[src/rtl/bsg_credit_sender_ctrl.sv]
// rtl/bsg_credit_sender_ctrl.sv - credit-gated sender front end for an up/down credit counter (optional BSG_CREDIT_SENDER_ERR_EN adds err_o)
module bsg_credit_sender_ctrl #(
  parameter int data_width_p = 32,
  parameter int max_val_p    = 200,
  parameter int ret_max_p    = 3,
  parameter int pend_width_p = 9
) (
  input  logic                    clk_i,
  input  logic                    reset_n_i,
  input  logic                    v_i,
  input  logic [data_width_p-1:0] data_i,
  output logic                    ready_o,
  output logic                    v_o,
  output logic [data_width_p-1:0] data_o,
  input  logic                    credit_v_i,
  input  logic [1:0]              credit_num_i,
  output logic                    ctr_reset_o,
  output logic                    ctr_up_o,
  output logic                    ctr_down_o,
  input  logic [7:0]              ctr_count_i,
`ifdef BSG_CREDIT_SENDER_ERR_EN
  output logic                    err_o,
`endif
  output logic                    idle_o
);

  typedef enum logic [1:0] {
    ST_INIT = 2'd0,
    ST_SYNC = 2'd1,
    ST_RUN  = 2'd2
  } state_e;

  localparam logic [7:0] max_cnt_c = 8'(max_val_p);
  localparam logic [1:0] ret_max_c = 2'(ret_max_p);

  state_e                  state_r, state_n;
  logic                    init_cnt_r, init_cnt_n;
  logic                    run;
  logic [pend_width_p-1:0] pend_r;
  logic [pend_width_p-1:0] pend_add;
  logic [1:0]              add_n;

  // State register and counter-reset sequencing count
  always_ff @(posedge clk_i or negedge reset_n_i) begin
    if (!reset_n_i) begin
      state_r    <= ST_INIT;
      init_cnt_r <= 1'b0;
    end else begin
      state_r    <= state_n;
      init_cnt_r <= init_cnt_n;
    end
  end

  // Next-state: hold the counter in reset two cycles, settle one, then run
  always_comb begin
    state_n     = state_r;
    init_cnt_n  = init_cnt_r;
    ctr_reset_o = 1'b0;
    run         = 1'b0;
    case (state_r)
      ST_INIT: begin
        ctr_reset_o = 1'b1;
        if (init_cnt_r) state_n = ST_SYNC;
        else            init_cnt_n = 1'b1;
      end
      ST_SYNC: state_n = ST_RUN;
      ST_RUN:  run = 1'b1;
      default: state_n = ST_INIT;
    endcase
  end

  assign ready_o    = run & (ctr_count_i != 8'd0);
  assign ctr_down_o = v_i & ready_o;
  assign ctr_up_o   = run & (pend_r != '0);
  assign idle_o     = run & (pend_r == '0) & (ctr_count_i == max_cnt_c);

  // Returns beyond the per-cycle maximum are clamped; returns outside RUN are dropped
  assign add_n = (!(run & credit_v_i)) ? 2'd0 :
                 (credit_num_i > ret_max_c) ? ret_max_c : credit_num_i;

`ifdef BSG_CREDIT_SENDER_ERR_EN
  logic                    pend_carry;
  logic [pend_width_p:0]   sum_chk;
  logic                    err_r;
  localparam logic [pend_width_p:0] max_sum_c = (pend_width_p+1)'(max_val_p);

  assign {pend_carry, pend_add} = {1'b0, pend_r} + (pend_width_p+1)'(add_n);
  assign sum_chk = (pend_width_p+1)'(ctr_count_i) + {1'b0, pend_r};

  // Sticky protocol-error flag: overflow, underflow guard, accumulator carry
  always_ff @(posedge clk_i or negedge reset_n_i) begin
    if (!reset_n_i) err_r <= 1'b0;
    else if ((ctr_up_o & (sum_chk > max_sum_c)) |
             (ctr_down_o & (ctr_count_i == 8'd0)) |
             pend_carry)
      err_r <= 1'b1;
  end

  assign err_o = err_r;
`else
  assign pend_add = pend_r + pend_width_p'(add_n);
`endif

  // Pending-credit accumulator: add returns, drain one per cycle
  always_ff @(posedge clk_i or negedge reset_n_i) begin
    if (!reset_n_i) pend_r <= '0;
    else if (run)   pend_r <= pend_add - pend_width_p'(ctr_up_o);
  end

  // Registered downstream word; payload holds when nothing is sent
  always_ff @(posedge clk_i or negedge reset_n_i) begin
    if (!reset_n_i) begin
      v_o    <= 1'b0;
      data_o <= '0;
    end else begin
      v_o <= ctr_down_o;
      if (ctr_down_o) data_o <= data_i;
    end
  end

endmodule

[config.mk]
export PLATFORM = sky130hd
export DESIGN_NAME = bsg_credit_sender_ctrl
export DESIGN_NICKNAME = d
export VERILOG_FILES = /design/src/rtl/bsg_credit_sender_ctrl.sv
export SDC_FILE = /design/constraint.sdc
export NUM_CORES = 1
export LEC_CHECK = 0
export ABC_CLOCK_PERIOD_IN_PS = 3500
export BUFFER_PORTS_ARGS = -buffer_cell sky130_fd_sc_hd__buf_2
export CAP_MARGIN = 30
export CORE_MARGIN = 10
export CORE_UTILIZATION = 30
export DETAILED_ROUTE_END_ITERATION = 10
export GPL_ROUTABILITY_DRIVEN = 0
export PLACE_DENSITY = 0.6
export RECOVER_POWER = 25
export SYNTH_ARGS = -nofsm -noshare
export SYNTH_HDL_FRONTEND = slang
export SYNTH_SLANG_ARGS = --single-unit
[constraint.sdc]
create_clock -name clk_i -period 3.5 [get_ports clk_i]
set_clock_uncertainty 0.2 [all_clocks]
set_input_delay 0.7 -clock clk_i [delete_from_list [all_inputs] [get_ports clk_i]]
set_output_delay 0.7 -clock clk_i [all_outputs]
set_load 0.02 [all_outputs]
==> impl_metrics.env, run 1 <==
export IMPL_synth_edf_count=0
export IMPL_finalHoldViolCount=0
export IMPL_initial_core_util=0.307
export IMPL_drt_first_pass_iters=4
export IMPL_path_cells="inv_1, ha_1, nor4b_2, a31oi_1, ha_1, inv_1, ha_1, fa_1, a211o_1, a31oi_1, o21bai_1, xnor2_1, o21ai_1"
export IMPL_synth_cells=180
export IMPL_cts_buffer_depth=2
export IMPL_path_common_cell="ha_1"
export IMPL_cap_violations=0
export IMPL_synthesis_area_um2=2360
export IMPL_power_density_nw_per_um2=669
export IMPL_numClockSinks=45
export IMPL_timing_critical_path_slowest_cell_delay_ns=0.43
export IMPL_grt_antenna_before_repair=0
export IMPL_die_w_um=109
export IMPL_cts_htree_levels=2
export IMPL_synth_xor_area_frac=0.0223
export IMPL_min_to="init_cnt_r"
export IMPL_start_kind="flip-flop"
export IMPL_layout_drive_gt1_share=0.481
export IMPL_portBuffers=83
export IMPL_ys_ff_latch=45
export IMPL_layout_common_cells="buf_2 (82), dfrtp_1 (45), mux2_4 (29), inv_1 (13), ha_1 (13)"
export IMPL_leakage_nw=1.49
export IMPL_grt_pass1_vias=1800
export IMPL_grt_pass1_wl_um=8670
export IMPL_cts_root_buf="clkbuf_8"
export IMPL_viasPerCell=4.43
export IMPL_rsz0062_at_grt="false"
export IMPL_synth_compound_area_frac=0.0822
export IMPL_ys_async_sr_fraction=1.00
export IMPL_synth_area_per_cell_um2=13.1
export IMPL_route_met2_wl_um=2630
export IMPL_rrSetupSlack_ns=0.33
export IMPL_holdCritPathClass="flip-flop to flip-flop"
export IMPL_numCtsBuffers=5
export IMPL_crit_path_end_kind="flip-flop"
export IMPL_critical_path_class="flip-flop to flip-flop"
export IMPL_r2r_worst_path_cells=13
export IMPL_finalPower_mw=1.97
export IMPL_synth_fa_ha_area_frac=0.0775
export IMPL_grt_usage=0.0915
export IMPL_max_slew_margin_rel=0.0220
export IMPL_via_count=1639
export IMPL_setup_viol=0
export IMPL_top_layer="met4"
export IMPL_min_from="init_cnt_r"
export IMPL_cts_tree="yes"
export IMPL_whs_path_depth=1
export IMPL_ys_flop_type="dfrtp_1"
export IMPL_ys_top_cells_by_area="dfrtp_1 (48%), mux2_4 (18%), ha_1 (6.9%), buf_12 (2.5%), inv_1 (2.1%)"
export IMPL_path_clk_slew_ns=0.08
export IMPL_crit_path_max_fanout=3
export IMPL_chipHeight_um=109
export IMPL_outcome="complete, no violations"
export IMPL_met3_wirelength_um=367
export IMPL_wl_met1_um=2360
export IMPL_routed_wl_um=5410
export IMPL_die_area_um2=11800
export IMPL_syn_nets=240
export IMPL_synth_simple_gate_area_share=0.0907
export IMPL_grt_overflow_total=0
export IMPL_final_common_cell="buf_2"
export IMPL_arrival_ns=3.16
export IMPL_clock_latency_ns=0.29
export IMPL_tightestPinTransition_ns=1.47
export IMPL_num_antenna_cells=0
export IMPL_timing_rr_start="pend_r[5]"
export IMPL_slew_viol_final=0
export IMPL_postCtsSetupBuffers=0
export IMPL_yosysTopAreaCellShare=0.477
export IMPL_ir_drop_mv=0.263
export IMPL_n_fill_cell=760
export IMPL_max_freq_ghz=0.315
export IMPL_period_needed_ns=3.17
export IMPL_dp_hpwl_um=4310
export IMPL_drt_initial_drc_count=57
export IMPL_fin_setup_tns_ns=0
export IMPL_io_pins=84
export IMPL_ys_warn_count=0
export IMPL_min_period_over_period=0.906
export IMPL_avgRoutedWirePerCell_um=14.6
export IMPL_coreArea_um2=7690
export IMPL_synth_mux_area_frac=0.199
export IMPL_fin_nets=329
export IMPL_ant_nets=0
export IMPL_cp_required_ns=3.48
export IMPL_grt_max_degree=30
export IMPL_ys_seq_area_frac=0.477
export IMPL_synthDistinctLibCells=41
export IMPL_crit_slowest_cell="fa_1"
export IMPL_syn_to_final_growth_pct=24.6
export IMPL_synth_area_leader_cell="dfrtp_1"
export IMPL_drc=0
export IMPL_synth_top_family_by_area="multiplexers"
export IMPL_fp_row_count=32
export IMPL_r2r_end="pend_r[6]"
-- worst max-delay path, delay by kind of cell, from the launching register on --
kind / cells / cell delay (ns)
AOI/OAI and AO/OA: 5 / 0.87
xor gates and xnor gates: 1 / 0.13
adders and majority gates: 4 / 1.07
buffers and inverters: 2 / 0.12
DFF: 1 / 0.41
and+or+nand+nor: 1 / 0.26
-- cell type report --
type                       instances  area (um^2)  share of cell area
multi-input combinational        116         1120               0.381
clock buffer                       5         68.8              0.0234
sequential                        45         1130               0.383
timing repair buffer              87          440               0.150
tap                              102          128              0.0434
clock inverter                     1         5.00             0.00170
inverter                          14         52.6              0.0179
-- cells by family (layout without fill, tap and decap cells) --
family / Yosys count / in the layout
xor+xnor: 6 / 6
simple gates: 36 / 36
buf+inv: 19 / 107
mux: 32 / 32
flops: 45 / 45
compound gates: 28 / 28
fa+ha+maj: 14 / 14
-- worst max-delay path by stage --
stage | depth (start not counted) | startpoint | to
2_1_floorplan | 12 | state_r[0] | pend_r[6]
3_3_place_gp | 13 | pend_r[5] | pend_r[6]
3_5_place_dp | 13 | pend_r[5] | pend_r[6]
4_1_cts | 13 | pend_r[5] | pend_r[6]
5_1_grt | 13 | pend_r[5] | pend_r[6]
6_report | 13 | pend_r[5] | pend_r[6]
-- per-stage QoR --
stage | worst slack [ns] | instance area (um^2) | cells | util | hold slack (ns)
6_report | 0.328 | 2940 | 370 | 0.382 | 0.275
2_1_floorplan | 0.228 | 2360 | 180 | - | 0.204
4_1_cts | 0.211 | 2950 | 370 | 0.384 | 0.150
3_3_place_gp | 0.337 | 2860 | 363 | 0.372 | 0.250
3_5_place_dp | 0.226 | 2880 | 364 | 0.374 | 0.250
5_1_grt | 0.0860 | 2940 | 370 | 0.382 | 0.294
-- metal layers --
layer | up-vias | global-route usage
li1 | 799 | -
met1 | 774 | 0.110
met2 | 59 | 0.153
met3 | 7 | 0.0307
met4 | 0 | 0.0254
met5 | - | 0
-- state kept, by name, summed over array words and instances, names as in the netlist --
register and count:
data_o 32, init_cnt_r 1, state_r 2, v_o 1
pend_r 9
-- timing repair --
| action | 4_1_cts | 5_1_grt |
|---|---|---|
| gates resized for setup | 0 | 1 |
| endpoints found under the hold margin | 0 | 0 |
| endpoints found under the setup margin | 0 | 2 |
| hold buffers | 0 | 0 |
-- power breakdown --
part / total, mW / switching [mW] / internal [mW]
sequential: 0.693 / 0.0685 / 0.625
clock: 0.299 / 0.167 / 0.132
combinational: 0.975 / 0.511 / 0.464
-- cell usage after synthesis (2+ instances only) --
| library cell | instances |
|---|---|
| a211o_1 | 2 |
| a21o_1 | 2 |
| a21oi_1 | 5 |
| a31oi_1 | 3 |
| buf_12 | 3 |
| clkbuf_1 | 2 |
| dfrtp_1 | 45 |
| ha_1 | 13 |
| inv_1 | 13 |
| mux2_1 | 3 |
| mux2_4 | 29 |
| nand2_1 | 11 |
| nand2b_1 | 3 |
| nand3_1 | 4 |
| nor2_1 | 2 |
| nor2b_1 | 4 |
| nor3_1 | 3 |
| o21ai_0 | 4 |
| o21ai_1 | 3 |
| xnor2_1 | 4 |
| xor2_1 | 2 |
Note: power is estimated with default switching activity, not from simulation.
==> run 2, diff against run 1 <==
BUFFER_PORTS_ARGS = -buffer_cell sky130_fd_sc_hd__clkbuf_2   (was -buffer_cell sky130_fd_sc_hd__buf_2)
==> impl_metrics.env, run 2 (same netlist as run 1, synthesis figures left out) <==
export IMPL_outcome="complete, no violations"
export IMPL_grt_pass1_wl_um=8900
export IMPL_path_clk_slew_ns=0.08
export IMPL_route_met2_wl_um=2710
export IMPL_numClockSinks=45
export IMPL_cap_violations=0
export IMPL_crit_buf_inv=2
export IMPL_min_from="init_cnt_r"
export IMPL_cts_buffer_depth=2
export IMPL_die_w_um=109
export IMPL_crit_family="adder cells"
export IMPL_n_fill_cell=791
export IMPL_syn_to_final_growth_pct=25.3
export IMPL_fin_setup_tns_ns=0
export IMPL_routed_wl_um=5500
export IMPL_finalHoldViolCount=0
export IMPL_r2r_worst_path_cells=13
export IMPL_setup_viol=0
export IMPL_grt_pass1_vias=1811
export IMPL_rsz0062_at_grt="false"
export IMPL_layout_common_cells="clkbuf_2 (82), dfrtp_1 (45), mux2_4 (29), inv_1 (13), ha_1 (13)"
export IMPL_layout_drive_gt1_share=0.483
export IMPL_holdCritPathClass="flip-flop to flip-flop"
export IMPL_cts_htree_levels=2
export IMPL_cp_required_ns=3.48
export IMPL_grt_max_degree=27
export IMPL_drt_first_pass_iters=4
export IMPL_largest_reg_flops=32
export IMPL_crit_slowest_cell="fa_1"
export IMPL_slew_viol_final=0
export IMPL_arrival_ns=3.22
export IMPL_clock_latency_ns=0.29
export IMPL_post_place_ws_ns=0.167
export IMPL_timing_critical_path_slowest_cell_delay_ns=0.43
export IMPL_timing_rr_start="pend_r[5]"
export IMPL_min_period_over_period=0.926
export IMPL_top_regs="data_o: 32 flops, pend_r: 9 flops, state_r: 2 flops"
export IMPL_num_antenna_cells=0
export IMPL_die_area_um2=11800
export IMPL_dp_hpwl_um=4310
export IMPL_leakage_nw=1.51
export IMPL_via_count=1651
export IMPL_cts_tree="yes"
export IMPL_min_to="init_cnt_r"
export IMPL_final_common_cell="clkbuf_2"
export IMPL_drc=0
export IMPL_ant_nets=0
export IMPL_top_layer="met4"
export IMPL_r2r_end="pend_r[6]"
export IMPL_chipHeight_um=109
export IMPL_path_cells="inv_1, ha_1, nor4b_2, a31oi_1, ha_1, inv_1, ha_1, fa_1, a211o_1, a31oi_1, o21bai_1, xnor2_1, o21ai_1"
export IMPL_whs_path_depth=1
export IMPL_io_pins=84
export IMPL_cts_root_buf="clkbuf_8"
export IMPL_grt_antenna_before_repair=0
export IMPL_wl_met1_um=2400
export IMPL_viasPerCell=4.45
export IMPL_grt_usage=0.0929
export IMPL_rrSetupSlack_ns=0.26
export IMPL_initial_core_util=0.307
export IMPL_crit_path_max_fanout=3
export IMPL_numCtsBuffers=5
export IMPL_largest_register="data_o"
export IMPL_period_needed_ns=3.24
export IMPL_grt_overflow_total=0
export IMPL_crit_path_end_kind="flip-flop"
export IMPL_fp_row_count=32
export IMPL_max_slew_margin_rel=0.115
export IMPL_setup_ws_ns=0.258
export IMPL_critical_path_class="flip-flop to flip-flop"
export IMPL_portBuffers=83
export IMPL_avgRoutedWirePerCell_um=14.8
export IMPL_met3_wirelength_um=329
export IMPL_path_common_cell="ha_1"
export IMPL_tightestPinTransition_ns=1.33
export IMPL_drt_initial_drc_count=56
export IMPL_start_kind="flip-flop"
export IMPL_ir_drop_mv=0.248
export IMPL_max_freq_ghz=0.308
export IMPL_coreArea_um2=7690
export IMPL_fin_nets=329
export IMPL_power_density_nw_per_um2=681
## run 2: cell types whose count changed in the layout (fill, tap and decap cells not counted), sizes merged
cell and delta:
clkbuf +83, buf -82, clkinv -1, clkinvlp +1
## run 2: cell type report
type | instances | area (um^2) | area share
inverters | 14 | 52.6 | 0.0178
multi-input cells | 116 | 1120 | 0.378
flip-flops and latches | 45 | 1130 | 0.381
well taps | 102 | 128 | 0.0432
clock buffers | 6 | 82.6 | 0.0279
clock inverters | 1 | 7.51 | 0.00254
repair buffers | 87 | 440 | 0.149
## run 2: metal layers
layer / vias up / GRT usage
li1: 801 / -
met1: 789 / 0.111
met2: 55 / 0.159
met3: 6 / 0.0260
met4: 0 / 0.0282
met5: - / 0
## run 2: worst register-to-register path: cells and delay by family, from the launching register on
| family | cells | cell delay, ns |
|---|---|---|
| and+or+nand+nor | 1 | 0.23 |
| DFF | 1 | 0.41 |
| buffers and inverters | 2 | 0.13 |
| adders and majority gates | 4 | 1.09 |
| xor gates and xnor gates | 1 | 0.14 |
| AOI/OAI and AO/OA | 5 | 0.93 |
## run 2: power by group
part | internal, mW | total, mW | switching, mW
logic | 0.464 | 0.986 | 0.522
registers | 0.625 | 0.697 | 0.0720
clock network | 0.156 | 0.331 | 0.174
## run 2: how the worst max path moves through the flow
stage               cells past startpoint  startpoint   endpoint
floorplan                              12  state_r[0]  pend_r[6]
global placement                       13   pend_r[5]  pend_r[6]
detailed placement                     13   pend_r[5]  pend_r[8]
CTS                                    13   pend_r[5]  pend_r[6]
global route                           13   pend_r[4]  pend_r[6]
finish                                 13   pend_r[5]  pend_r[6]
## run 2: repair_timing
item	4_1_cts	5_1_grt
gates resized for setup	0	1
hold buffers	0	0
setup buffers	0	0
setup endpoints to repair	0	2
## run 2: per-stage QoR
stage               power, mW  hold slack, ns   util  cell area (um^2)  instances
floorplan                1.45           0.204      -              2360        180
global placement         1.65           0.249  0.373              2860        364
detailed placement       1.68           0.255  0.373              2860        364
CTS                      2.03           0.217  0.384              2950        371
global route             2.19           0.304  0.384              2960        371
finish                   2.01           0.271  0.384              2960        371
==> run 3, diff against run 2 <==
ABC_AREA = 1   (was not set)
==> impl_metrics.env, run 3 <==
export IMPL_chipHeight_um=108
export IMPL_syn_nets=343
export IMPL_cts_resized=0
export IMPL_cts_tree="yes"
export IMPL_cp_startpoint="state_r[1]"
export IMPL_initial_core_util=0.313
export IMPL_met3_wirelength_um=446
export IMPL_finalPower_mw=1.94
export IMPL_postCtsSetupBuffers=0
export IMPL_cts_root_buf="clkbuf_8"
export IMPL_top_regs="data_o: 32 flops, pend_r: 9 flops, state_r: 2 flops"
export IMPL_finish_utilization=0.392
export IMPL_ys_ff_latch=45
export IMPL_synth_edf_count=0
export IMPL_setup_ws_ns=0.578
export IMPL_grt_overflow_total=0
export IMPL_clock_latency_ns=0.29
export IMPL_violations="capacitance limit, slew limit"
export IMPL_grt_pass1_wl_um=10200
export IMPL_grt_antenna_before_repair=0
export IMPL_ant_nets=0
export IMPL_drt_initial_drc_count=75
export IMPL_synthDistinctLibCells=25
export IMPL_dp_hpwl_um=4510
export IMPL_start_kind="flip-flop"
export IMPL_synth_fa_ha_area_frac=0.0792
export IMPL_crit_path_end_kind="flip-flop"
export IMPL_drt_first_pass_iters=5
export IMPL_path_clk_slew_ns=0.09
export IMPL_finalHoldViolCount=0
export IMPL_max_slew_margin_rel=-0.0825
export IMPL_layout_drive_gt1_share=0.283
export IMPL_post_place_ws_ns=0.549
export IMPL_ys_warn_count=0
export IMPL_fin_cells=467
export IMPL_ctsHoldBuffers=0
export IMPL_synth_cells=283
export IMPL_route_met2_wl_um=2830
export IMPL_leakage_nw=1.69
export IMPL_final_area_um2=2890
export IMPL_avgRoutedWirePerCell_um=12.5
export IMPL_tightestPinTransition_ns=1.62
export IMPL_period_needed_ns=2.92
export IMPL_ys_top_cells_by_area="dfrtp_1 (49%), nand2_1 (21%), ha_1 (7.1%), inv_1 (5.0%), nand3_1 (3.5%)"
export IMPL_max_freq_ghz=0.342
export IMPL_final_common_cell="nand2_1"
export IMPL_synth_top_family_by_area="simple AND/OR/NAND/NOR gates"
export IMPL_rrSetupSlack_ns=0.58
export IMPL_cap_violations=1
export IMPL_placed_cell_area_um2=2780
export IMPL_synthesis_area_um2=2310
export IMPL_critical_path_class="flip-flop to flip-flop"
export IMPL_io_pins=84
export IMPL_synth_simple_gate_area_share=0.310
export IMPL_synth_most_common_cell="nand2_1"
export IMPL_fin_setup_tns_ns=0
export IMPL_via_count=1967
export IMPL_min_period_over_period=0.835
export IMPL_drc=0
export IMPL_synth_area_per_cell_um2=8.15
export IMPL_grt_usage=0.107
export IMPL_holdCritPathClass="flip-flop to flip-flop"
export IMPL_ys_seq_area_frac=0.488
export IMPL_grt_pass1_vias=2142
export IMPL_cts_htree_levels=2
export IMPL_die_area_um2=11600
export IMPL_ys_async_sr_fraction=1.00
export IMPL_synth_xor_area_frac=0.0114
export IMPL_crit_path_max_fanout=15
export IMPL_setup_viol=0
export IMPL_largest_register="data_o"
export IMPL_numCtsBuffers=5
export IMPL_cts_buffer_depth=2
export IMPL_top_layer="met4"
export IMPL_ys_flop_type="dfrtp_1"
export IMPL_dpl_cell_count=459
export IMPL_grt_max_degree=35
export IMPL_numClockSinks=45
export IMPL_power_density_nw_per_um2=672
export IMPL_synth_compound_area_frac=0.0228
export IMPL_fin_hold_ws_ns=0.260
export IMPL_wl_met1_um=2500
export IMPL_largest_reg_flops=32
export IMPL_syn_to_final_growth_pct=25.3
export IMPL_fp_row_count=31
export IMPL_outcome="finished with violations"
export IMPL_yosysTopAreaCellShare=0.488
export IMPL_routed_wl_um=5840
export IMPL_cp_required_ns=3.49
export IMPL_n_fill_cell=789
export IMPL_min_from="init_cnt_r"
export IMPL_synth_area_leader_cell="dfrtp_1"
export IMPL_coreArea_um2=7370
export IMPL_timing_rr_start="state_r[1]"
export IMPL_rsz0062_at_grt="false"
export IMPL_ir_drop_mv=0.220
export IMPL_fin_nets=427
export IMPL_synth_mux_area_frac=0
export IMPL_num_antenna_cells=0
export IMPL_ys_top_cells_by_count="nand2_1 (128), dfrtp_1 (45), inv_1 (31)"
export IMPL_die_w_um=108
export IMPL_arrival_ns=2.91
export IMPL_viasPerCell=4.21
export IMPL_layout_common_cells="nand2_1 (128), clkbuf_2 (82), dfrtp_1 (45), inv_1 (31), nand3_1 (16)"
export IMPL_slew_viol_final=30
export IMPL_portBuffers=83
[run 3: changes by cell type in the layout (fill, tap and decap cells not counted), moves of 4 or more]
cell | previous run | this run
nor2_1 | 2 | 11
nor2b_1 | 4 | 0
mux2_4 | 29 | 0
inv_1 | 13 | 31
nand2_2 | 0 | 9
nand2_1 | 11 | 128
xnor2_1 | 4 | 0
nand3_1 | 4 | 16
[run 3: critical path, stage by stage (launching register included)]
cell and delay, ns:
dfrtp_1 0.39, nand2_1 0.28, clkinv_2 0.29, nand2_1 0.13, inv_1 0.06, ha_1 0.28
inv_1 0.04, ha_1 0.20, fa_1 0.39, nand2_1 0.10, nand3_1 0.11, nand3_1 0.13
nand3_1 0.08, nand3_1 0.09, nand2_1 0.06
[run 3: routing by layer]
layer | global-route usage | vias to the layer above
met2 | 0.174 | 55
met3 | 0.0443 | 4
met1 | 0.125 | 882
met5 | 0 | -
met4 | 0.0305 | 0
li1 | - | 1026
[run 3: logic make-up after synthesis]
logic type / Yosys count
flip-flops: 45
AND/OR/NAND/NOR: 170
AO/OA/AOI/OAI: 10
adder cells (fa/ha/maj): 14
XOR/XNOR: 3
buffers and inverters: 41
[run 3: worst paths after layout]
kind | to | cells after the start
min in group asynchronous | pend_r[1] | 1
hold / removal | init_cnt_r | 2
setup reg to reg | pend_r[8] | 14
hold reg to reg | init_cnt_r | 2
max in group asynchronous | data_o[29] | 2
setup / recovery | pend_r[8] | 14
[run 3: layout make-up]
| cell class | instances | area, um^2 | area share |
|---|---|---|---|
| multi-input combinational | 197 | 976 | 0.338 |
| sequential | 45 | 1130 | 0.390 |
| clock buffer | 6 | 72.6 | 0.0251 |
| tap | 99 | 124 | 0.0429 |
| timing repair buffer | 85 | 425 | 0.147 |
| inverter | 33 | 128 | 0.0442 |
| clock inverter | 2 | 38.8 | 0.0134 |
[run 3: where the power goes]
part | switching [mW] | internal [mW] | total (mW)
registers | 0.0656 | 0.618 | 0.684
clock network | 0.179 | 0.215 | 0.394
logic | 0.534 | 0.331 | 0.865
